## config.mk

```make
export PLATFORM = sky130hd
export DESIGN_NAME = multiplier_datapath
export DESIGN_NICKNAME = d
export VERILOG_FILES = /design/src/rtl/multiplier_datapath.sv
export SDC_FILE = /design/constraint.sdc
export NUM_CORES = 1
export LEC_CHECK = 0
export CORE_MARGIN = 4
export CORE_UTILIZATION = 53
export CTS_BUF_LIST = sky130_fd_sc_hd__clkbuf_16
export DETAILED_ROUTE_END_ITERATION = 6
export PLACE_DENSITY = 0.94
export SLEW_MARGIN = 10
export SYNTH_ARGS = -nofsm -noshare
export SYNTH_HDL_FRONTEND = slang
export SYNTH_SLANG_ARGS = --single-unit
```

## constraint.sdc

```tcl
create_clock -name Clk -period 3.9 [get_ports Clk]
set_clock_uncertainty 0.1 [all_clocks]
set_input_delay 0.78 -clock Clk [delete_from_list [all_inputs] [get_ports Clk]]
set_output_delay 0.78 -clock Clk [all_outputs]
set_load 0.1 [all_outputs]
```

## src/rtl/multiplier_datapath.sv

```systemverilog
// multiplier_datapath
// Register-and-arithmetic datapath for an 8-bit signed shift-add multiplier.
// Holds the X:A:B product registers and a 3-bit iteration counter, and
// executes the single-cycle control strobes issued by the control FSM.
//
// Strobe semantics: every control input is a level sampled on the rising
// edge of Clk; there is no handshake, and the effect of a strobe is visible
// on the outputs in the cycle after the edge that sampled it.
//
// Optional feature: define MULTIPLIER_DATAPATH_DONE_EN to get a registered
// one-cycle Done pulse on the 7->0 counter wrap. When it is undefined, Done
// is tied to 0 and no flop is built for it.

module multiplier_datapath (
    input  logic       Clk,
    input  logic       Reset_n,
    input  logic [7:0] Din,
    input  logic       LD_B,
    input  logic       LD_XA,
    input  logic       SUB_ADD,
    input  logic       Shift_EN,
    input  logic       Cnt_EN,
    input  logic       Clr_XA,
    output logic [7:0] Aval,
    output logic [7:0] Bval,
    output logic       X,
    output logic       M,
    output logic [2:0] count,
    output logic       Done
);

    // 9-bit sign-extended adder operands and result
    logic [8:0] a_ext;
    logic [8:0] d_ext;
    logic [8:0] operand;
    logic [8:0] sum9;

    // A shift only takes effect when neither clear nor load claims X:A this
    // cycle; the same suppression applies to B so the three registers never
    // shift out of step with each other.
    logic shift_ok;

    // Adder: A + Din or A - Din, with carry out of bit 8 discarded
    always_comb begin
        a_ext    = {Aval[7], Aval};
        d_ext    = {Din[7], Din};
        operand  = SUB_ADD ? (~d_ext + 9'd1) : d_ext;
        sum9     = a_ext + operand;
        shift_ok = Shift_EN && !Clr_XA && !LD_XA;
    end

    // X:A update: clear > load from adder > arithmetic shift > hold
    always_ff @(posedge Clk or negedge Reset_n) begin
        if (!Reset_n) begin
            X    <= 1'b0;
            Aval <= 8'h00;
        end else if (Clr_XA) begin
            X    <= 1'b0;
            Aval <= 8'h00;
        end else if (LD_XA) begin
            X    <= sum9[8];
            Aval <= sum9[7:0];
        end else if (Shift_EN) begin
            X    <= X;
            Aval <= {X, Aval[7:1]};
        end
    end

    // B update: load from Din > shift in pre-edge A[0] > hold
    always_ff @(posedge Clk or negedge Reset_n) begin
        if (!Reset_n) begin
            Bval <= 8'h00;
        end else if (LD_B) begin
            Bval <= Din;
        end else if (shift_ok) begin
            Bval <= {Aval[0], Bval[7:1]};
        end
    end

    // Iteration counter: increments modulo 8, untouched by Clr_XA
    always_ff @(posedge Clk or negedge Reset_n) begin
        if (!Reset_n) begin
            count <= 3'd0;
        end else if (Cnt_EN) begin
            count <= count + 3'd1;
        end
    end

    // M is the multiplier LSB the controller inspects each iteration
    assign M = Bval[0];

`ifdef MULTIPLIER_DATAPATH_DONE_EN
    // Done pulses for one cycle after the edge that wraps count 7->0
    always_ff @(posedge Clk or negedge Reset_n) begin
        if (!Reset_n) begin
            Done <= 1'b0;
        end else begin
            Done <= Cnt_EN && (count == 3'd7);
        end
    end
`else
    assign Done = 1'b0;
`endif

endmodule
```

==> out/metrics.cfg <==
[run_status]
status=finished clean

[floorplan]
die_area_sq_um=3762
die_y_um=61.34
start_util_pct=55.15
rows=19
core_region_area_sq_um=2734
pin_count=38
die-width_um=61.34

[worst_setup_path]
cp.arrival_ns=3.38
rrSetupSlack_ns=1.61
reg2reg_from=Aval[0]
cp.required_ns=3.90
crit_type=primary input to register
critPathCaptureType=register
reg2reg_depth=7
start_kind=primary input
crit_slowest_cell=clkdlybuf4s50_1
cp_num_buf_inv=2
reg2reg_to=X
cp_max_fo=4
cpPeakStageDelay_ns=0.53
crit_path_cell_trace=clkdlybuf4s50_1 > inv_1 > ha_1 > or2b_1 > xnor2_1 > ha_1 > a21o_1 > a221oi_2 > a21oi_2 > xnor2_1 > a211oi_2
cp_top_family=compound AO/OA/AOI/OAI gates

[logic_synthesis]
syn_area_sq_um=1508
yosysWarnings=0
avgSynthCellArea_sq_um=9.603
netlist-cell-type-count=39
syn-num-nets=184
syn_inst=157
ys.flop_type=dfrtp_1
ys_seq_area_share_pct=33.20
ys_ff_latch=20
synth_top_area_share_pct=33.20
synth_edf_count=0
ys_async_sr_fraction_pct=100.0
synth.area.top_cells=dfrtp_1 (33%), ha_1 (8.3%), mux2i_1 (8.0%)
yosysTopAreaCell=dfrtp_1

[placed_design]
port-buffer-count=36
dp.cells=215
dp_hpwl_um=2613
gp_congestion=0.8160
placed_area_sq_um=1852

[cts]
clkSlewWorstSetupHoldPaths_ns=0.05
cts_tree=built
clockRootBuffer=clkbuf_16
clock_sinks=20
cts_setup_buffers=0
clock_latency_ns=0.25
ctsResizeCount=0
hold_buffers=0
clockBufferDepth=2
cts_max_level=1
cts_buffers=3

[detailed_routing]
drt_pass1_iterations=4
routed_via_density=5.922
vias=1291
drc=0
first_iter_violations=48
wl_per_cell_um=15.97
wl_um=3482
ant_nets=0

[timing]
fin_crit_sh_pct=86.72
tightestPinTransition_ns=0.9858
slew_viol_final=0
rsz0062_at_grt=no
setup_tns_ns=0
fmax_mhz=295.7
setup_viol=0
relSlewSlack_pct=34.08
period_needed_ns=3.382
final_hold_viol_count=0

[worst_hold_path]
hold_depth=1
min_from=count[2]
hp-class=register to register
holdPathEnd=count[2]

[final_layout]
design_area_sq_um=1927
area_growth_pct=27.80
layout-drive-gt1-share_pct=6.417
finalNetCount=216
diodes=0
mostFrequentLayoutCell=clkdlybuf4s50_1
layout.cells.non_filler=218
final_cell_mix=clkdlybuf4s50_1 (36), dfrtp_1 (20), nor2_1 (16)

[global_routing]
grt_pass1_vias=1285
grt_pass1_wl_um=5947
grt_overflow=0
grt_max_degree=21
grt.total_usage_pct=21.23
antenna_found_initial=0

[flow_run]
maxCapViolCount=0

[power_and_ir_drop]
p_leak_nw=0.8380
ir_drop_mv=0.5520
power_density_nw_per_um2=598.2

-- registers in the layout, indices dropped and copies added (netlist names) --
signal	count
Bval	8
Aval	8
count	3
X	1
-- metrics by stage --
stage | hold slack (ns) | utilization, % | setup slack (ns) | total power, mW
detailed placement | 0.3661 | 67.73 | 0.3572 | 0.9441
floorplan | 0.3844 | - | 1.061 | 0.7926
finish | 0.3668 | 70.48 | 0.5179 | 1.153
global route | 0.3808 | 70.48 | 0.3655 | 1.208
global placement | 0.3596 | 67.73 | 0.4117 | 0.9246
CTS | 0.3730 | 70.48 | 0.5449 | 1.158
-- logic make-up (layout without fill, tap and decap cells) --
group,after synthesis,in the layout,share of synthesized area [%]
AND/OR/NAND/NOR,43,43,13.61
multiplexers,14,14,9.461
buffers and inverters,11,41,4.149
adder cells (fa/ha/maj),11,11,9.627
AO/OA/AOI/OAI,42,42,20.00
XOR/XNOR,15,15,9.710
other,1,1,0.2487
flip-flops,20,20,33.20
-- Yosys cell counts, types with 2 or more instances --
cell type	n
dfrtp_1	20
nor2_1	16
nand2_1	15
mux2i_1	12
ha_1	10
xnor2_1	10
o21ai_1	9
a211oi_1	8
a21oi_1	7
buf_2	5
nor2b_1	4
o31ai_1	4
a21o_1	3
nor3_1	3
xor2_1	3
a21oi_2	2
buf_4	2
inv_1	2
o211ai_1	2
-- cell type report --
type / instances / area, sq um
repair buffers: 36 / 360.3
multi-input cells: 126 / 944.7
well taps: 31 / 38.79
clock buffers: 3 / 75.07
flip-flops and latches: 20 / 500.5
fillers: 195 / 807.0
inverters: 2 / 7.507
-- report_power, final --
group	leakage, nW	internal (mW)	switching, mW	total [mW]
clock network	0.0370	0.135	0.0728	0.208
logic	0.548	0.189	0.466	0.655
registers	0.253	0.249	0.0405	0.290
total	0.838	0.573	0.580	1.15
-- routing by layer --
| layer | vias to the layer above | global-route usage (%) | wire length [um] |
|---|---|---|---|
| li1 | 619 | - | - |
| met1 | 617 | 27.49 | 1472 |
| met2 | 50 | 35.95 | 1699 |
| met3 | 5 | 4.193 | 265 |
| met4 | 0 | 6.364 | 44 |
| met5 | - | 0 | 0 |
-- worst reg2reg max path: cells and delay by family, from the launching register on --
kind	cells	cell delay (ns)
xor gates and xnor gates	1	0.21
AOI/OAI and AO/OA	4	0.75
DFF	1	0.42
adders and majority gates	2	0.68
-- worst max-delay path by stage --
stage / start / to / slack [ns] / cells after the start
after floorplan: Din[0] / X / 1.06 / 10
after global placement: Din[0] / X / 0.41 / 11
after detailed placement: Din[0] / X / 0.36 / 11
after CTS: Din[0] / X / 0.54 / 11
after global routing: Din[0] / X / 0.37 / 11
final: Din[0] / X / 0.52 / 11
No activity file was read; power rests on OpenSTA's default activity.
